<file path="config.mk">
export PLATFORM = sky130hd
export DESIGN_NAME = popcount_ctrl
export DESIGN_NICKNAME = d
export VERILOG_FILES = /design/src/rtl/popcount_ctrl.sv
export SDC_FILE = /design/constraint.sdc
export NUM_CORES = 1
export LEC_CHECK = 0
export CORE_ASPECT_RATIO = 0.7
export CORE_MARGIN = 2
export CORE_UTILIZATION = 45
export CTS_CLUSTER_DIAMETER = 80
export DETAILED_ROUTE_END_ITERATION = 10
export PLACE_DENSITY = 0.82
export SLEW_MARGIN = 30
export SYNTH_ARGS = -nofsm -noshare
export SYNTH_HDL_FRONTEND = slang
export SYNTH_SLANG_ARGS = --single-unit
</file>
<file path="constraint.sdc">
create_clock -name S_AXIS_ACLK -period 4.4 [get_ports S_AXIS_ACLK]
set_clock_uncertainty 0.2 [all_clocks]
set_input_delay 0.88 -clock S_AXIS_ACLK [delete_from_list [all_inputs] [get_ports S_AXIS_ACLK]]
set_output_delay 0.88 -clock S_AXIS_ACLK [all_outputs]
set_load 0.1 [all_outputs]
</file>
<file path="src/rtl/popcount_ctrl.sv">
// Job sequencer/arbiter feeding the popcount core: merges DMA stream and MMIO words, latches RESULT.
// Zero-latency pass-through to PC_*; stream stalled via TREADY, MMIO never stalled (overflow -> STATUS_ERR[0]).
module popcount_ctrl #(
  parameter int MAX_STALL = 4,
  parameter int PIPE_LAT  = 1
) (
  input  logic        S_AXIS_ACLK,
  input  logic        S_AXIS_ARESET,
  input  logic        CTRL_START,
  input  logic        CTRL_ABORT,
  input  logic [31:0] CTRL_LEN_WORDS,
  input  logic [31:0] S_AXIS_TDATA,
  input  logic [3:0]  S_AXIS_TKEEP,
  input  logic        S_AXIS_TLAST,
  input  logic        S_AXIS_TVALID,
  output logic        S_AXIS_TREADY,
  input  logic [31:0] WRITE_DATA,
  input  logic        WRITE_VALID,
  output logic [31:0] PC_DATA,
  output logic        PC_VALID,
  output logic        PC_COUNT_RST,
  input  logic [31:0] PC_COUNT,
  output logic [31:0] RESULT,
  output logic [31:0] WORDS_DONE,
  output logic        STATUS_BUSY,
  output logic        STATUS_DONE,
  output logic [1:0]  STATUS_ERR,
  output logic        IRQ
);

  localparam int SW = $clog2(MAX_STALL + 1);
  localparam int GW = $clog2(PIPE_LAT + 1) + 1;

  typedef enum logic [2:0] {ST_IDLE, ST_CLEAR, ST_RUN, ST_DRAIN, ST_DONE} state_t;

  state_t          state_q, state_d;
  logic [31:0]     hold_q, hold_d;
  logic            hold_vld_q, hold_vld_d;
  logic [SW-1:0]   stall_q, stall_d;
  logic [31:0]     words_q, words_d;
  logic [31:0]     result_q, result_d;
  logic [1:0]      err_q, err_d;
  logic [GW-1:0]   gap_q, gap_d;
  logic            irq_q, irq_d;

  logic [31:0]     keep_mask;
  logic [31:0]     words_inc;
  logic            mmio_issue, beat, issue, tready, abort;

  assign keep_mask = {{8{S_AXIS_TKEEP[3]}}, {8{S_AXIS_TKEEP[2]}},
                      {8{S_AXIS_TKEEP[1]}}, {8{S_AXIS_TKEEP[0]}}};
  assign words_inc = words_q + 32'd1;
  assign abort     = CTRL_ABORT && (state_q != ST_IDLE);

  always_comb begin
    state_d      = state_q;
    hold_d       = hold_q;
    hold_vld_d   = hold_vld_q;
    stall_d      = stall_q;
    words_d      = words_q;
    result_d     = result_q;
    err_d        = err_q;
    gap_d        = (gap_q == {GW{1'b1}}) ? gap_q : gap_q + GW'(1);
    mmio_issue   = 1'b0;
    beat         = 1'b0;
    issue        = 1'b0;
    tready       = 1'b0;
    PC_DATA      = 32'd0;
    PC_COUNT_RST = 1'b0;

    case (state_q)
      ST_IDLE: begin
        if (CTRL_START) state_d = ST_CLEAR;
      end
      ST_CLEAR: begin
        PC_COUNT_RST = 1'b1;
        words_d      = 32'd0;
        err_d        = 2'b00;
        hold_vld_d   = 1'b0;
        stall_d      = '0;
        gap_d        = '0;
        state_d      = ST_RUN;
      end
      ST_RUN: begin
        // A waiting MMIO word wins on an idle stream or once the stall budget is used up.
        mmio_issue = hold_vld_q && (!S_AXIS_TVALID || (stall_q == SW'(MAX_STALL)));
        if (mmio_issue) begin
          PC_DATA    = hold_q;
          hold_vld_d = 1'b0;
          stall_d    = '0;
        end else begin
          tready = 1'b1;
          beat   = S_AXIS_TVALID;
          if (beat) begin
            PC_DATA = S_AXIS_TDATA & keep_mask;
            if (hold_vld_q) stall_d = stall_q + SW'(1);
          end
        end
        issue = mmio_issue || beat;
        if (WRITE_VALID) begin
          if (!hold_vld_q || mmio_issue) begin
            hold_d     = WRITE_DATA;
            hold_vld_d = 1'b1;
          end else begin
            err_d[0] = 1'b1;
          end
        end
        if (issue) begin
          words_d = words_inc;
          gap_d   = GW'(1);
        end
        if (beat && S_AXIS_TLAST) begin
          state_d = ST_DRAIN;
          if ((CTRL_LEN_WORDS != 32'd0) && (words_inc < CTRL_LEN_WORDS)) err_d[1] = 1'b1;
        end
        if (issue && (CTRL_LEN_WORDS != 32'd0) && (words_inc == CTRL_LEN_WORDS))
          state_d = ST_DRAIN;
      end
      ST_DRAIN: begin
        if (hold_vld_q) begin
          issue      = 1'b1;
          PC_DATA    = hold_q;
          hold_vld_d = 1'b0;
          words_d    = words_inc;
          gap_d      = GW'(1);
        end else if (gap_q >= GW'(PIPE_LAT)) begin
          result_d = PC_COUNT;
          state_d  = ST_DONE;
        end
      end
      ST_DONE: begin
        if (CTRL_START) state_d = ST_CLEAR;
      end
      default: state_d = ST_IDLE;
    endcase

    // Abort discards the in-flight cycle entirely: nothing issued, accepted or counted.
    if (abort) begin
      state_d    = ST_IDLE;
      hold_vld_d = 1'b0;
      stall_d    = '0;
      words_d    = words_q;
      err_d      = err_q;
      result_d   = result_q;
      tready     = 1'b0;
      issue      = 1'b0;
      PC_DATA    = 32'd0;
    end

    irq_d = (state_d == ST_DONE) && (state_q != ST_DONE);
  end

  always_ff @(posedge S_AXIS_ACLK or posedge S_AXIS_ARESET) begin
    if (S_AXIS_ARESET) begin
      state_q    <= ST_IDLE;
      hold_q     <= 32'd0;
      hold_vld_q <= 1'b0;
      stall_q    <= '0;
      words_q    <= 32'd0;
      result_q   <= 32'd0;
      err_q      <= 2'b00;
      gap_q      <= '0;
      irq_q      <= 1'b0;
    end else begin
      state_q    <= state_d;
      hold_q     <= hold_d;
      hold_vld_q <= hold_vld_d;
      stall_q    <= stall_d;
      words_q    <= words_d;
      result_q   <= result_d;
      err_q      <= err_d;
      gap_q      <= gap_d;
      irq_q      <= irq_d;
    end
  end

  assign S_AXIS_TREADY = tready;
  assign PC_VALID      = issue;
  assign RESULT        = result_q;
  assign WORDS_DONE    = words_q;
  assign STATUS_BUSY   = (state_q == ST_CLEAR) || (state_q == ST_RUN) || (state_q == ST_DRAIN);
  assign STATUS_DONE   = (state_q == ST_DONE);
  assign STATUS_ERR    = err_q;
  assign IRQ           = irq_q;

endmodule
</file>
==> flow_summary.ini <==
[global_route]
grt-busiest-layer = met2
grt_usage = 0.257
grt_pass1_vias = 6114
met3_usage = 0.0797
grtUsageMet2 = 0.421
gr-usage-met1 = 0.332
grt_max_degree = 56
grt-ovfl-total = 0
antenna_found_initial = 0
grt_pass1_wl_mm = 31.5

[pwr]
p_sw_frac = 0.499
power_switching_uw = 2530
internal_power_uw = 2550
pwr-share-seq = 0.306
max-vdd-ir-drop_mv = 0.722
clock_power_share = 0.158
p_leak_uw = 0.00408
power_frac_comb = 0.536
power_density_nw_per_um2 = 525

[logic_synthesis]
muxShareOfSynthArea = 0.115
synth_xor_area_frac = 0.0411
ys_ff_latch = 108
yosysWarnings = 0
synth_compound_area_frac = 0.143
ys.flop_type = dfrtp_1
synth-edff-count = 0
yosys.area_share.simple = 0.163
synthDistinctLibCells = 47
synth_top_family_by_area = simple AND/OR/NAND/NOR gates
synth_area_um2 = 6390
async_flop_share = 1.00
synthAdderAreaFrac = 0.0686
synth_cells = 669
yosysSeqAreaShare = 0.423
syn_nets = 843
syn_avg_cell_area_um2 = 9.55

[sta]
hold_viol_final = 0
hold_slack_ns = 0.308
layout_min_cycle_time_ns = 3.99
slew_violations = 0
fin_crit_sh = 0.907
setup_viol = 0
worstMarginPinSlew_ns = 1.04
slew_headroom = 0.307
rsz0062_at_grt = false
fin_tns_setup_ns = 0
fin_ws_ns = 0.410
clock.fmax_mhz = 251

[cells_and_area]
utilization = 0.697
diodes = 0
final_nets = 1076
final_cell_count_no_fill = 1097
syn_to_final_growth_pct = 51.4
layout-drive-gt1-share = 0.155

[floorplan]
dieArea_um2 = 15200
die_w_um = 146
pin_count = 243
row_count = 36
dieHeight_um = 104
start_util = 0.460
core_um2 = 13900

[critical_path]
reg2reg_setup_slack_ns = 0.46
end_kind = output port
crit_path_start_kind = input port
reg2reg_depth = 10
r2r_start = WORDS_DONE[9]
critPathKind = in2out
arrival_ns = 2.91
cp-startpoint = S_AXIS_TVALID
worst_ep_required_time_ns = 3.32
r2r_end = state_q[0]
crit_fanout = 8

[route]
wl_per_cell_um = 17.7
drc_errors = 0
drt-initial-drc-count = 457
finalWirelength_mm = 19.5
routed_via_density = 5.55
firstDrtPassIters = 5
vias = 6092
ant_nets = 0

[flow_run]
drv_cap = 0

[clock_tree]
cts_root_buf = clkbuf_16
path_clk_slew_ns = 0.08
cts_sinks = 108
htree_levels = 3
cts_tree = done
cts_resized = 0
postCtsHoldBufs = 0
cts_made_buffers = 9
cts_buffer_depth = 2
clock_latency_ns = 0.34
postCtsSetupRepairBufs = 0

[min_path]
min_path_type = reg2reg
hold_depth = 1
holdPathEnd = RESULT[20]
hp-start = RESULT[20]

[outcome]
outcome = complete, no violations

[placement]
dp_hpwl_mm = 15.1
port_buffers = 242
place_ws_ns = 0.393
gp_congestion = 0.920
dp.cells = 1081
## critical path, cell delays in order
cell	delay, ns
clkdlybuf4s50_1	0.54
nor2b_1	0.15
buf_4	0.14
and3_1	0.27
and2_1	0.36
a22oi_1	0.11
nor2_1	0.23
buf_12	0.21
## cell families (layout without fill, tap and decap cells)
family,after synthesis,in the layout
and+or+nand+nor,208,208
AOI/OAI and AO/OA,145,145
DFF,108,108
buffers and inverters,78,316
muxes,65,65
adders and majority gates,35,35
xor gates and xnor gates,30,30
## layer usage
metal  share of wire  vias up
li1                -     2879
met1            0.43     2900
met2            0.46      286
met3           0.098       27
met4           0.017        0
met5               0        -
## synth_stat cells, types with 10 or more instances
master / number / area share
dfrtp_1: 108 / 0.42
nand4_1: 11 / 0.011
o31ai_1: 10 / 0.012
o21ai_0: 39 / 0.031
nand2_1: 47 / 0.028
xor2_1: 14 / 0.019
nor4_1: 19 / 0.019
a22oi_1: 33 / 0.039
a31oi_1: 14 / 0.014
mux2_2: 65 / 0.11
inv_1: 43 / 0.025
nand3_1: 22 / 0.017
nor2_1: 56 / 0.033
clkbuf_1: 24 / 0.014
ha_1: 35 / 0.069
a21oi_1: 29 / 0.023
xnor2_1: 16 / 0.022
## power by group through the flow
| stage | clock [uW] | sequential, uW | combinational (uW) |
|---|---|---|---|
| after detailed placement | 0 | 1570 | 2730 |
| after CTS | 824 | 1550 | 2740 |
| after global placement | 0 | 1550 | 2690 |
| after floorplan | 0 | 2690 | 828 |
| after global routing | 865 | 1600 | 2840 |
| final | 802 | 1550 | 2720 |
## worst max path at each step
stage,end,slack (ns),cells after the start
2_1_floorplan,state_q[0],0.23,12
3_3_place_gp,PC_DATA[21],0.47,8
3_5_place_dp,PC_DATA[12],0.39,8
4_1_cts,PC_DATA[12],0.39,8
5_1_grt,state_q[0],0.23,10
6_report,PC_DATA[12],0.41,8
## metrics by stage
step,area (um^2),power [uW]
2_1_floorplan,6390,3520
3_3_place_gp,9380,4240
3_5_place_dp,9380,4300
4_1_cts,9670,5120
5_1_grt,9670,5310
6_report,9670,5080
## cell usage in the layout (no fill, tap or decap), types with 3 or more instances in the layout
cell	netlist	routed
nor2_1	56	56
a31oi_1	14	14
nand2b_1	7	7
a211oi_1	3	3
nand3_1	22	22
nand2_1	47	47
nand3b_1	3	3
buf_4	0	17
a22oi_1	33	33
buf_12	0	35
clkbuf_16	0	9
a21oi_1	29	28
ha_1	35	35
dfrtp_1	108	108
clkinv_4	0	3
and3_1	5	5
or3_1	8	8
xnor2_1	16	16
and4_1	3	3
nor3_1	7	7
nand4_1	11	11
and2_1	8	8
mux2_2	65	65
nor2b_1	5	5
o21ai_0	39	39
inv_1	43	42
nor4_1	19	19
clkdlybuf4s50_1	0	205
xor2_1	14	14
o31ai_1	10	10
inv_8	0	3
## cell type report
cell class,count,area (um^2)
Tap cell,190,238
Timing Repair Buffer,257,2880
Sequential cell,108,2700
Inverter,43,164
Multi-Input combinational cell,483,3390
Clock inverter,7,67.6
Clock buffer,9,225
Fill cell,1077,4210
## flip-flops by register name, summed over array words and instances, names as in the netlist
signal	count
IRQ	1
RESULT	32
STATUS_ERR	2
WORDS_DONE	32
gap_q	2
hold_q	32
hold_vld_q	1
stall_q	3
state_q	3
No activity file was read; power rests on OpenSTA's default activity.
